**src/rtl/uart_rx.sv**
```systemverilog
// uart_rx: UART receiver, 8 data bits LSB first, one stop bit, 2-flop rx synchronizer.
// Define UART_RX_PARITY_EN to expect an even-parity bit between the data and stop bits.
module uart_rx #(
  parameter int CLKS_PER_BIT = 434
) (
  input  logic       clk,
  input  logic       rst_n,
  input  logic       rx,
  output logic [7:0] data_out,
  output logic       data_valid,
  output logic       frame_err,
  output logic       parity_err,
  output logic       busy
);
  localparam int CW = CLKS_PER_BIT > 1 ? $clog2(CLKS_PER_BIT) : 1;
  localparam logic [CW-1:0] HALF = CW'(CLKS_PER_BIT / 2);
  localparam logic [CW-1:0] LAST = CW'(CLKS_PER_BIT - 1);
  typedef enum logic [2:0] {
    IDLE,
    START,
    DATA,
`ifdef UART_RX_PARITY_EN
    PARITY,
`endif
    STOP,
    WAIT_HIGH
  } state_t;
  state_t state, state_n;
  logic rx_m, rx_s, tick, stop_tick, good, perr;
  logic [CW-1:0] cnt;
  logic [2:0] bit_cnt;
  logic [7:0] shift;
  always_ff @(posedge clk)
    if (!rst_n) state <= IDLE;
    else state <= state_n;
  always_comb begin
    state_n = state;
    case (state)
      IDLE:      state_n = rx_s ? IDLE : START;
      START:     state_n = !tick ? START : rx_s ? IDLE : DATA;
`ifdef UART_RX_PARITY_EN
      DATA:      state_n = (tick && bit_cnt == 3'd7) ? PARITY : DATA;
      PARITY:    state_n = tick ? STOP : PARITY;
`else
      DATA:      state_n = (tick && bit_cnt == 3'd7) ? STOP : DATA;
`endif
      STOP:      state_n = !tick ? STOP : rx_s ? IDLE : WAIT_HIGH;
      WAIT_HIGH: state_n = rx_s ? IDLE : WAIT_HIGH;
      default:   state_n = IDLE;
    endcase
  end
  // START samples at the half-bit point; every later sample is one full bit apart.
  always_comb begin
    busy = state != IDLE;
    tick = cnt == (state == START ? HALF : LAST);
    stop_tick = state == STOP && tick;
    good = stop_tick && rx_s && !perr;
  end
`ifdef UART_RX_PARITY_EN
  always_ff @(posedge clk)
    if (!rst_n || state == IDLE) perr <= 1'b0;
    else if (state == PARITY && tick) perr <= rx_s ^ (^shift);
`else
  assign perr = 1'b0;
`endif
  always_ff @(posedge clk) begin
    if (!rst_n) begin
      rx_m <= 1'b1;
      rx_s <= 1'b1;
      cnt <= '0;
      bit_cnt <= '0;
      shift <= '0;
      data_out <= '0;
      data_valid <= 1'b0;
      frame_err <= 1'b0;
      parity_err <= 1'b0;
    end else begin
      rx_m <= rx;
      rx_s <= rx_m;
      cnt <= (state == IDLE || tick) ? '0 : cnt + CW'(1);
      bit_cnt <= state == IDLE ? '0 : bit_cnt + 3'(state == DATA && tick);
      if (state == DATA && tick) shift[bit_cnt] <= rx_s;
      if (good) data_out <= shift;
      data_valid <= good;
      frame_err <= stop_tick && !rx_s;
      parity_err <= stop_tick && perr;
    end
  end
endmodule

```
**config.mk**
```make
export PLATFORM = sky130hd
export DESIGN_NAME = uart_rx
export DESIGN_NICKNAME = d
export VERILOG_FILES = /design/src/rtl/uart_rx.sv
export SDC_FILE = /design/constraint.sdc
export NUM_CORES = 1
export LEC_CHECK = 0
export ABC_CLOCK_PERIOD_IN_PS = 1870
export CORE_UTILIZATION = 50
export DETAILED_ROUTE_END_ITERATION = 10
export HOLD_SLACK_MARGIN = 0.03
export PLACE_DENSITY = 0.73
export SYNTH_ARGS = -nofsm -noshare
export SYNTH_HDL_FRONTEND = slang
export SYNTH_SLANG_ARGS = --single-unit
export TNS_END_PERCENT = 5
```
**constraint.sdc**
```tcl
create_clock -name clk -period 1.87 [get_ports clk]
set_input_delay 0.374 -clock clk [delete_from_list [all_inputs] [get_ports clk]]
set_output_delay 0.374 -clock clk [all_outputs]
set_load 0.03 [all_outputs]
```
Word level (Yosys, flattened, before mapping). Cells that the tools add are included.

Add/subtract/negate cells: 2. Order comparisons: 2. Equal/unequal tests: 6. Muxes and demuxes: 11. Bitwise operators: 1. Reduce and logical (&&, ||, !) cells: 12.

Operators with widths (count): $pmux 3 s5 (1); $add 9x1->9 const B (1); $eq 9x9->1 (1); $mux 9 (1); $bwmux 8 (1); $eq 3x2->1 const B (2); $eq 3x3->1 const B (2); $logic_and 1x1->1 (6); $mux 3 (2); $lt 3x4->1 const B (1); $mux 2 (2); $reduce_or 2->1 (2); $add 3x1->3 (1); $demux 1 s3 (1); $eq 3x1->1 const B (1); $ge 3x1->1 const B (1); $logic_not 3->1 (1); $mux 1 (3); $reduce_bool 3->1 (1); $logic_not 1->1 (1); $logic_or 1x1->1 (1); $not 1->1 (1).

Flip-flop bits (word level): 35. Bits of input ports: 3. Output and inout bits: 12. Logic and storage cells: 43.

Depth between registers and ports, before layout. Gate-level depths: netlist of run 1.

Depth after elaboration: 6. Mapped depth: 9. Mapped depth without buffers: 9.

Worst setup path after synthesis of run 1. No wires, ideal clock.

Path type: register to register. From: reg state[0]. To: reg bit_cnt[2]. Setup time: 0.116 ns. Arrival time: 1.777 ns. Data required time: 1.754 ns. Setup slack: -0.023 ns. Cell stages (with the launch flop): 9. Path buffers: 0. Clock period less this slack: 1.893 ns. Cell sequence: dfxtp_1 nor3b_2 mux2_4 nand2_2 nor2_1 ha_1 ha_1 xor2_1 and3_1.

Longest elaborated chain between the ends: 5. Elaborated cells on any way between the ends: 8. Those cells by class: 1 x add/sub; 3 x eq/ne; 1 x mux; 3 x reduce/logical.

RTL lines: from (decl) (RTL line 28) `state_t state, state_n;`; from (signal assigned) (RTL line 35) `else state <= state_n;`; $eq 3x1->1 (RTL line 55) `tick = cnt == (state == START ? HALF : LAST);`; $mux 9 (RTL line 55); $eq 9x9->1 (RTL line 55); $logic_and 1x1->1 (RTL line 81) `bit_cnt <= state == IDLE ? '0 : bit_cnt + 3'(state == DATA && tick);`; $add 3x1->3 (RTL line 81); to (signal assigned) (RTL line 81); to (decl) (RTL line 31) `logic [2:0] bit_cnt;`.

Several ways; a longest one is shown, not always the timed one. A chain may end at the register's enable or synchronous reset.

Worst setup path after layout of run 1.
From: reg state[1]. To: reg bit_cnt[2].

Same word-level chain as after synthesis.

==> results of run 1 <==
layer usage:
| layer | GRT usage [%] | part of all wire [%] | vias to the layer above | wire length, um |
|---|---|---|---|---|
| met4 | 8.16 | 2.0 | 0 | 56 |
| met1 | 23.4 | 51 | 530 | 1400 |
| met3 | 7.47 | 4.6 | 6 | 128 |
| met5 | 0 | 0 | - | 0 |
| li1 | - | - | 597 | - |
| met2 | 27.4 | 43 | 22 | 1180 |
worst min-delay path by stage:
stage | start | endpoint | slack (ps) | cells past startpoint
2_1_floorplan | rx_m | rx_s | 390 | 1
3_3_place_gp | rx_m | rx_s | 400 | 1
3_5_place_dp | rx_m | rx_s | 390 | 1
4_1_cts | rx_m | rx_s | 420 | 1
5_1_grt | rx_m | rx_s | 460 | 1
6_report | rx_m | rx_s | 420 | 1
worst max-delay path, delay by kind of cell (launching register included):
kind | cells | cell delay (ps)
simple gates | 4 | 540
flops | 1 | 380
mux | 1 | 340
fa+ha+maj | 2 | 340
xor+xnor | 1 | 130
power by group through the flow:
| stage | sequential [mW] | combinational (mW) | clock [mW] |
|---|---|---|---|
| 2_1_floorplan | 0.770 | 0.0357 | 0 |
| 3_3_place_gp | 0.768 | 0.0494 | 0 |
| 3_5_place_dp | 0.768 | 0.0497 | 0 |
| 4_1_cts | 0.751 | 0.0487 | 0.563 |
| 5_1_grt | 0.751 | 0.0531 | 0.598 |
| 6_report | 0.750 | 0.0486 | 0.549 |
final cells by class:
class,instances,share of cell area [%]
multi-input combinational,113,44.4
sequential,35,36.7
timing repair buffer,25,11.2
tap,44,2.86
clock inverter,3,2.28
clock buffer,5,1.95
inverter,3,0.585
synth_stat cells (2+ instances only):
cell type / number / share of area [%]
a21oi_1: 2 / 0.62
and3_1: 5 / 1.9
and4bb_2: 2 / 1.6
buf_4: 3 / 1.4
buf_6: 2 / 1.4
clkbuf_1: 2 / 0.47
dfxtp_1: 35 / 44
ha_1: 4 / 3.1
inv_1: 3 / 0.70
mux2i_1: 18 / 11
nand2_1: 17 / 4.0
nand2b_1: 2 / 0.78
nand3_1: 4 / 1.2
nand4_1: 6 / 2.3
nor2_1: 12 / 2.8
nor2b_1: 9 / 3.5
o21ai_0: 2 / 0.62
xor2_1: 7 / 3.8
cells by family (layout without fill, tap and decap cells):
| group | count (synthesis) | after routing | share of synthesized area (%) |
|---|---|---|---|
| AO/OA/AOI/OAI | 7 | 7 | 3.04 |
| adder cells (fa/ha/maj) | 4 | 4 | 3.12 |
| flip-flops | 35 | 35 | 43.6 |
| buffers and inverters | 10 | 36 | 3.97 |
| other | 1 | 1 | 0.234 |
| AND/OR/NAND/NOR | 74 | 74 | 29.5 |
| XOR/XNOR | 8 | 8 | 4.36 |
| multiplexers | 19 | 19 | 12.2 |
per-stage QoR:
step	worst slack (ps)	area (um^2)	power [mW]	instances	utilization (%)
finish	48.5	1920	1.35	228	63.0
global route	2.00	1920	1.40	228	63.0
CTS	6.89	1910	1.36	228	62.7
detailed placement	26.3	1840	0.818	220	60.1
global placement	71.7	1840	0.818	220	60.1
floorplan	24.0	1610	0.805	158	-
flip-flops by register name, summed over array words and instances (netlist names):
signal	flops
bit_cnt	3
cnt	9
data_out	8
data_valid	1
frame_err	1
rx_m	1
rx_s	1
shift	8
state	3
timing repair:
item | 4_1_cts | 5_1_grt
pin swaps | 0 | 1
endpoints found under the setup margin | 2 | 1
gates resized for setup | 6 | 4
hold buffers | 0 | 0
cloned | 0 | 0
==> qor.yml, run 1 <==
worst_setup_path:
  reg2reg_from: "state[1]"
  crit_end: "bit_cnt[2]"
  worstPathCellList: "nor3b_4 -> mux2_4 -> nand2_4 -> nor2_1 -> ha_1 -> ha_2 -> xor2_1 -> and3_1"
  r2r_end: "bit_cnt[2]"
  crit_arrival_ps: 2080
  reg2reg_slack_ps: 50
  critPathMaxFanout: 5
  worst_setup_path_start_kind: "flop"
  r2r_cells: 8
  slowest_delay_ps: 380
  worstPathRequired_ps: 2120
  critPathSlowestCell: "dfxtp_4"
  end_kind: "flop"
  crit_path_start: "state[1]"
  worstSetupPathType: "flop to flop"
power_and_ir_drop:
  powerDensity_nw_per_um2: 700
  p_sw_mw: 0.298
  p_leak_nw: 0.807
  p_comb_share_pct: 3.6
  clkPwrFrac_pct: 40.8
  swShare_pct: 22.1
  pwr-share-seq_pct: 55.6
  ir_drop_mv: 0.388
  p_int_mw: 1.05
sta:
  whs_ps: 416
  fin_crit_ps: 1820
  fin_skew_ps: 15.5
  final_max_slew_viol_count: 0
  rsz0062_at_grt: "false"
  finalSetupViolCount: 0
  setup-tns-final_ps: 0
  hold_violations: 0
  fmax_mhz: 549
  fin_crit_sh_pct: 97.4
global_route:
  overflow: 0
  first_global_vias: 1039
  grtUsageTotal_pct: 18.4
  antenna_found_initial: 0
  grt_start_max_net_pins: 27
  grt_pass1_wl_um: 4620
clock_network:
  cts_made_buffers: 5
  htreeDepth: 2
  postCtsSetupRepairBufs: 0
  worstSkewPairLatency_ps: 350
  cts_tree: "built"
  clk_pin_slew_ps: 110
  cts_root_buf: "clkbuf_4"
  cts_max_path_buffers: 2
  cts_sinks: 35
route:
  drtIter0Drc: 35
  drc: 0
  routed_via_density: 5.07
  drtAntennaViolNets: 0
  drtPass1Iterations: 4
  vias: 1155
  routedWlPerCell_um: 12.1
  wirelength_um: 2770
placement:
  place.gp.congestion: 0.807
  io_buffers: 13
  hpwl_um: 1970
synth:
  synth_cell_types: 41
  yosys_warnings: 0
  synth_cells: 158
  synth-edff-count: 0
  syn_avg_cell_area_um2: 10.2
  ys_ff_latch: 35
  syn-cell-area_um2: 1610
  synthArstFlopShare_pct: 0
  synth_top_flop_cell: "dfxtp_1"
  seq_area_frac_synth_pct: 43.6
  syn_nets: 165
job:
  max_cap_viol_count: 0
die:
  core_area_um2: 3050
  die_y_um: 58.7
  io_pins: 15
  initial_utilization_pct: 52.6
  die_x_um: 58.7
  die_area_um2: 3440
  placement_rows: 20
layout:
  multi_input_area_um2: 855
  syn_to_final_growth_pct: 19.9
  nNetsFinal: 190
  regArea_um2: 707
  mostFrequentLayoutCell: "dfxtp_1"
  diodes: 0
  layout_common_cells: "dfxtp_1 (32), mux2i_1 (18), nand2_1 (17)"
  num-fill-cells: 264
  drive_above_1_share_pct: 21.7
status:
  status: "completed"
min_path:
  hold_path_class: "flop to flop"
Power figures use the tool's default switching activity.
==> run 2, diff against run 1 <==
--- a/config.mk
+++ b/config.mk
@@ -10,6 +10,7 @@
 export DETAILED_ROUTE_END_ITERATION = 10
 export HOLD_SLACK_MARGIN = 0.03
 export PLACE_DENSITY = 0.73
+export REMOVE_ABC_BUFFERS = 1
 export SYNTH_ARGS = -nofsm -noshare
 export SYNTH_HDL_FRONTEND = slang
 export SYNTH_SLANG_ARGS = --single-unit
==> qor.yml, run 2 (synthesis gave the netlist of run 1 again) <==
sta:
  fin_crit_ps: 1800  # -26.0 ps
  hold_violations: 0  # unchanged
  final_max_slew_viol_count: 0  # unchanged
  fin_crit_sh_pct: 96.0  # -1.4 points
  setup_ws_ps: 74.6  # +26.0 ps
  rsz0062_at_grt: "false"
  setup-tns-final_ps: 0  # unchanged
  fmax_mhz: 557  # +1.5%
  fin_skew_ps: 14.1  # -1.46 ps
  finalSetupViolCount: 0  # unchanged
global_route:
  overflow: 0  # unchanged
  first_global_vias: 1096  # +5.5%
  grtUsageTotal_pct: 18.8  # +0.36 points
  grt_pass1_wl_um: 4890  # +5.7%
  grt_start_max_net_pins: 27  # unchanged
  antenna_found_initial: 0  # unchanged
worst_setup_path:
  reg2reg_slack_ps: 70  # +30 ps
  r2r_cells: 8  # unchanged
  critPathSlowestCell: "dfxtp_4"
  crit_buf_inv: 0  # unchanged
  slowest_delay_ps: 390  # about the same
  critPathMaxFanout: 6  # +1
  crit_family: "simple AND/OR/NAND/NOR gates"
  worst_setup_path_start_kind: "flop"
  end_kind: "flop"
  r2r_end: "bit_cnt[2]"
  worstPathRequired_ps: 2120  # about the same
  crit_path_start: "state[2]"
  crit_top_cell: "ha_2"
  worstSetupPathType: "flop to flop"
  worstPathCellList: "nor3b_4 -> mux2_4 -> nand2_4 -> nor2_1 -> ha_2 -> ha_2 -> xor2_1 -> and3_1"
  reg2reg_from: "state[2]"
  crit_arrival_ps: 2040  # -40 ps
clock_network:
  clk_pin_slew_ps: 120  # about the same
  cts_root_buf: "clkbuf_4"
  worstSkewPairLatency_ps: 340  # about the same
  cts_tree: "built"
  cts_made_buffers: 5  # unchanged
  htreeDepth: 2  # unchanged
  postCtsSetupRepairBufs: 0  # unchanged
  cts_max_path_buffers: 2  # unchanged
  cts_sinks: 35  # unchanged
power_and_ir_drop:
  powerDensity_nw_per_um2: 693  # -1.0%
  p_leak_nw: 0.808  # about the same
  finalPower_mw: 1.34  # -0.58%
  ir_drop_mv: 0.513  # +32%
placement:
  preCtsSetupSlack_ps: 21.4  # -4.86 ps
  hpwl_um: 2040  # +3.3%
  place.gp.congestion: 0.823  # +1.9%
  io_buffers: 13  # unchanged
  dp.cells: 221  # +0.45%
status:
  status: "completed"
layout:
  largest_reg_flops: 9  # unchanged
  finalNonFillerCells: 229  # +0.44%
  nNetsFinal: 191  # +0.53%
  drive_above_1_share_pct: 22.2  # +0.42 points
  num-fill-cells: 285  # +8.0%
  top_register: "cnt"
  syn_to_final_growth_pct: 20.4
  layout_common_cells: "dfxtp_1 (34), mux2i_1 (18), nand2_1 (17)"
  mostFrequentLayoutCell: "dfxtp_1"
  diodes: 0  # unchanged
  largestRegisters: "cnt: 9 flops, data_out: 8 flops, shift: 8 flops"
route:
  drc: 0  # unchanged
  drtIter0Drc: 43  # +23%
  wl_met3_um: 117  # -8.6%
  drtPass1Iterations: 4  # unchanged
  wirelength_um: 2870  # +3.8%
  vias: 1180  # +2.2%
  top_layer: "met4"
  routed_via_density: 5.15  # +1.7%
  wl_met1_um: 1350  # -4.1%
  wl_met2_um: 1370  # +16%
  routedWlPerCell_um: 12.5  # +3.3%
  drtAntennaViolNets: 0  # unchanged
die:
  core_area_um2: 3050  # unchanged
  die_x_um: 58.7  # unchanged
  die_area_um2: 3440  # unchanged
  io_pins: 15  # unchanged
  placement_rows: 20  # unchanged
  die_y_um: 58.7  # unchanged
  initial_utilization_pct: 52.6  # unchanged
min_path:
  hold_end: "rx_s"
  min_path_cells: 1  # unchanged
  hold_start: "rx_m"
  hold_path_class: "flop to flop"
job:
  max_cap_viol_count: 0  # unchanged
-- run 2: report_power, final --
group          internal (mW)  leakage [nW]  switching, mW
clock network          0.281        0.0452          0.258
registers              0.748         0.283        0.00221
logic                 0.0218         0.479         0.0295
total                   1.05         0.808          0.289
-- run 2: cell type report --
class,instances,area [um^2],share of cell area [%]
clock buffer,5,37.5,1.94
clock inverter,3,43.8,2.27
inverter,3,11.3,0.583
multi-input combinational,113,858,44.4
sequential,35,704,36.4
tap,44,55.1,2.85
timing repair buffer,26,223,11.5
-- run 2: per-stage QoR --
stage | hold slack (ps) | utilization [%] | instance area [um^2]
5_1_grt | 456 | 63.3 | 1930
4_1_cts | 439 | 62.6 | 1910
2_1_floorplan | 386 | - | 1550
3_3_place_gp | 390 | 60.1 | 1840
3_5_place_dp | 398 | 60.1 | 1840
6_report | 430 | 63.3 | 1930
-- run 2: metal layers --
layer / vias to the layer above / global-route usage, %
li1: 599 / -
met1: 550 / 23.7
met2: 26 / 29.9
met3: 5 / 4.84
met4: 0 / 9.18
met5: - / 0
-- run 2: how the worst max path moves through the flow --
stage | endpoint | slack [ps] | depth (start not counted)
floorplan | data_out[0] | -150 | 5
global route | bit_cnt[2] | 1 | 7
detailed placement | bit_cnt[2] | 20 | 8
CTS | bit_cnt[2] | 10 | 8
finish | bit_cnt[2] | 70 | 8
global placement | bit_cnt[2] | 60 | 8
-- run 2: repair_timing --
action | in CTS | in global routing
endpoints found under the setup margin | 2 | 1
hold buffers | 0 | 0
resized for setup | 5 | 7
pin swaps | 1 | 2
-- run 2: worst register-to-register path, cell delays in order (launching register included) --
cell	delay (ps)
dfxtp_4	390
nor3b_4	230
mux2_4	350
nand2_4	80
nor2_1	50
ha_2	160
ha_2	160
xor2_1	130
and3_1	170
==> run 3, diff against run 2 <==
--- a/config.mk
+++ b/config.mk
@@ -5,7 +5,7 @@
 export SDC_FILE = /design/constraint.sdc
 export NUM_CORES = 1
 export LEC_CHECK = 0
-export ABC_CLOCK_PERIOD_IN_PS = 1870
+export ABC_CLOCK_PERIOD_IN_PS = 1400
 export CORE_UTILIZATION = 50
 export DETAILED_ROUTE_END_ITERATION = 10
 export HOLD_SLACK_MARGIN = 0.03
==> constraint.sdc (replaced) <==
create_clock -name clk -period 1.4 [get_ports clk]
set_input_delay 0.28 -clock clk [delete_from_list [all_inputs] [get_ports clk]]
set_output_delay 0.28 -clock clk [all_outputs]
set_load 0.03 [all_outputs]
==> qor.yml, run 3 (synthesis gave the netlist of run 1 again) <==
min_path:
  hold_start: "rx_m"
  hold_path_class: "flop to flop"
  hold_end: "rx_s"
  min_path_cells: 1  # unchanged
global_route:
  first_global_vias: 1216  # +11%
  antenna_found_initial: 0  # unchanged
  grt_pass1_wl_um: 5420  # +11%
  overflow: 0  # unchanged
  grt_start_max_net_pins: 27  # unchanged
  grtUsageTotal_pct: 21.5  # +2.7 points
route:
  routed_via_density: 5.08  # -1.5%
  wirelength_um: 3380  # +18%
  routedWlPerCell_um: 13.6  # +8.2%
  drtPass1Iterations: 4  # unchanged
  drtAntennaViolNets: 0  # unchanged
  drtIter0Drc: 62  # +44%
  vias: 1264  # +7.1%
  drc: 0  # unchanged
power_and_ir_drop:
  finalPower_mw: 1.62  # +21%
  powerDensity_nw_per_um2: 751  # +8.3%
  p_leak_nw: 0.917  # +14%
  ir_drop_mv: 0.600  # +17%
layout:
  syn_to_final_growth_pct: 34.3
  drive_above_1_share_pct: 32.7  # +11 points
  final_area_um2: 2160  # +12%
  mostFrequentLayoutCell: "dfxtp_1"
  diodes: 0  # unchanged
  layout_common_cells: "dfxtp_1 (31), buf_4 (27), mux2i_1 (18)"
  regArea_um2: 708  # +0.53%
  largest_reg_flops: 9  # unchanged
  top_register: "cnt"
  largestRegisters: "cnt: 9 flops, data_out: 8 flops, shift: 8 flops"
  nNetsFinal: 211  # +10%
  num-fill-cells: 242  # -15%
  multi_input_area_um2: 920  # +7.1%
die:
  core_area_um2: 3050  # unchanged
  die_y_um: 58.7  # unchanged
  initial_utilization_pct: 52.6  # unchanged
  die_area_um2: 3440  # unchanged
  placement_rows: 20  # unchanged
  io_pins: 15  # unchanged
  die_x_um: 58.7  # unchanged
status:
  status: "finished with violations"
  violations: "setup timing"
sta:
  fin_skew_ps: 5.22  # -8.84 ps
  fin_crit_sh_pct: 126  # +30 points
  fmax_mhz: 567  # +1.8%
  finalSetupViolCount: 31  # +31
  setup_ws_ps: -364  # -439 ps
  final_max_slew_viol_count: 0  # unchanged
  fin_crit_ps: 1760  # -31.1 ps
  rsz0062_at_grt: "true"
  hold_violations: 0  # unchanged
placement:
  place_area_um2: 1980  # +7.9%
  place.gp.congestion: 0.778  # -5.4%
  hpwl_um: 2330  # +15%
  io_buffers: 13  # unchanged
worst_setup_path:
  worst_setup_path_start_kind: "flop"
  critPathMaxFanout: 4  # -2
  crit_path_start: "state[2]"
  r2r_end: "bit_cnt[2]"
  end_kind: "flop"
  worstPathRequired_ps: 1640  # -480 ps
  crit_arrival_ps: 2010  # -30 ps
  reg2reg_from: "state[2]"
  worstSetupPathType: "flop to flop"
  r2r_cells: 8  # unchanged
  reg2reg_slack_ps: -360  # -440 ps
clock_network:
  cts_tree: "built"
  clk_pin_slew_ps: 100  # -20 ps
  cts_sinks: 35  # unchanged
  htreeDepth: 2  # unchanged
  worstSkewPairLatency_ps: 340  # about the same
  cts_made_buffers: 5  # unchanged
  cts_max_path_buffers: 2  # unchanged
  cts_root_buf: "clkbuf_4"
job:
  max_cap_viol_count: 0  # unchanged
==> run 3: cell types whose count changed in the layout (fill, tap and decap cells not counted), moves of 3 or more <==
cell,before,now
buf_4,13,27
dfxtp_2,0,3
buf_6,0,5
dfxtp_1,34,31
clkdlybuf4s15_1,0,7
clkdlybuf4s50_1,12,2
==> run 3: repair_timing <==
| action | CTS | global route |
|---|---|---|
| hold buffers | 0 | 0 |
| pin swaps | 10 | 4 |
| buffers inserted | 1 | 2 |
| endpoints found under the setup margin | 42 | 40 |
| resized for setup | 35 | 18 |
| gates cloned | 0 | 1 |
==> run 3: worst max-delay path, cell delays in order (launching register included) <==
cell and delay (ps):
dfxtp_2 360, nor3b_4 240, mux2_4 340, nand2_2 80, nor2_2 50, ha_4 160
ha_4 150, xor2_1 130, and3_1 160
==> run 3: final cells by class <==
type | instances | area share [%]
multi-input combinational | 113 | 42.7
clock inverter | 1 | 0.232
inverter | 3 | 0.522
clock buffer | 7 | 2.09
timing repair buffer | 46 | 19.1
tap | 44 | 2.55
sequential | 35 | 32.8
==> run 3: worst max-delay path by stage <==
| stage | depth (start not counted) | endpoint | slack [ps] |
|---|---|---|---|
| 5_1_grt | 8 | shift[2] | -410 |
| 2_1_floorplan | 5 | data_out[0] | -620 |
| 3_3_place_gp | 8 | bit_cnt[2] | -370 |
| 4_1_cts | 8 | bit_cnt[2] | -380 |
| 3_5_place_dp | 8 | bit_cnt[2] | -470 |
| 6_report | 8 | bit_cnt[2] | -360 |
==> run 3: metrics by stage <==
stage	instances	util (%)	TNS, ps	hold slack, ps	setup slack [ps]
after floorplan	151	-	-6750	353	-619
after global placement	237	64.9	-6340	400	-370
after detailed placement	237	64.9	-7670	402	-473
after CTS	246	68.6	-7130	425	-379
after global routing	249	70.6	-9150	451	-408
final	249	70.6	-6910	421	-364
==> run 3: report_power, final <==
group	internal [mW]	switching, mW
combinational	0.0454	0.0464
sequential	0.999	0.00253
clock	0.196	0.330
total	1.24	0.379
==> run 3: per-layer routing <==
| metal | up-vias | GRT usage, % | part of all wire (%) |
|---|---|---|---|
| li1 | 639 | - | - |
| met1 | 593 | 26.6 | 47 |
| met2 | 26 | 34.0 | 48 |
| met3 | 6 | 6.81 | 3.6 |
| met4 | 0 | 9.86 | 1.7 |
| met5 | - | 0 | 0 |
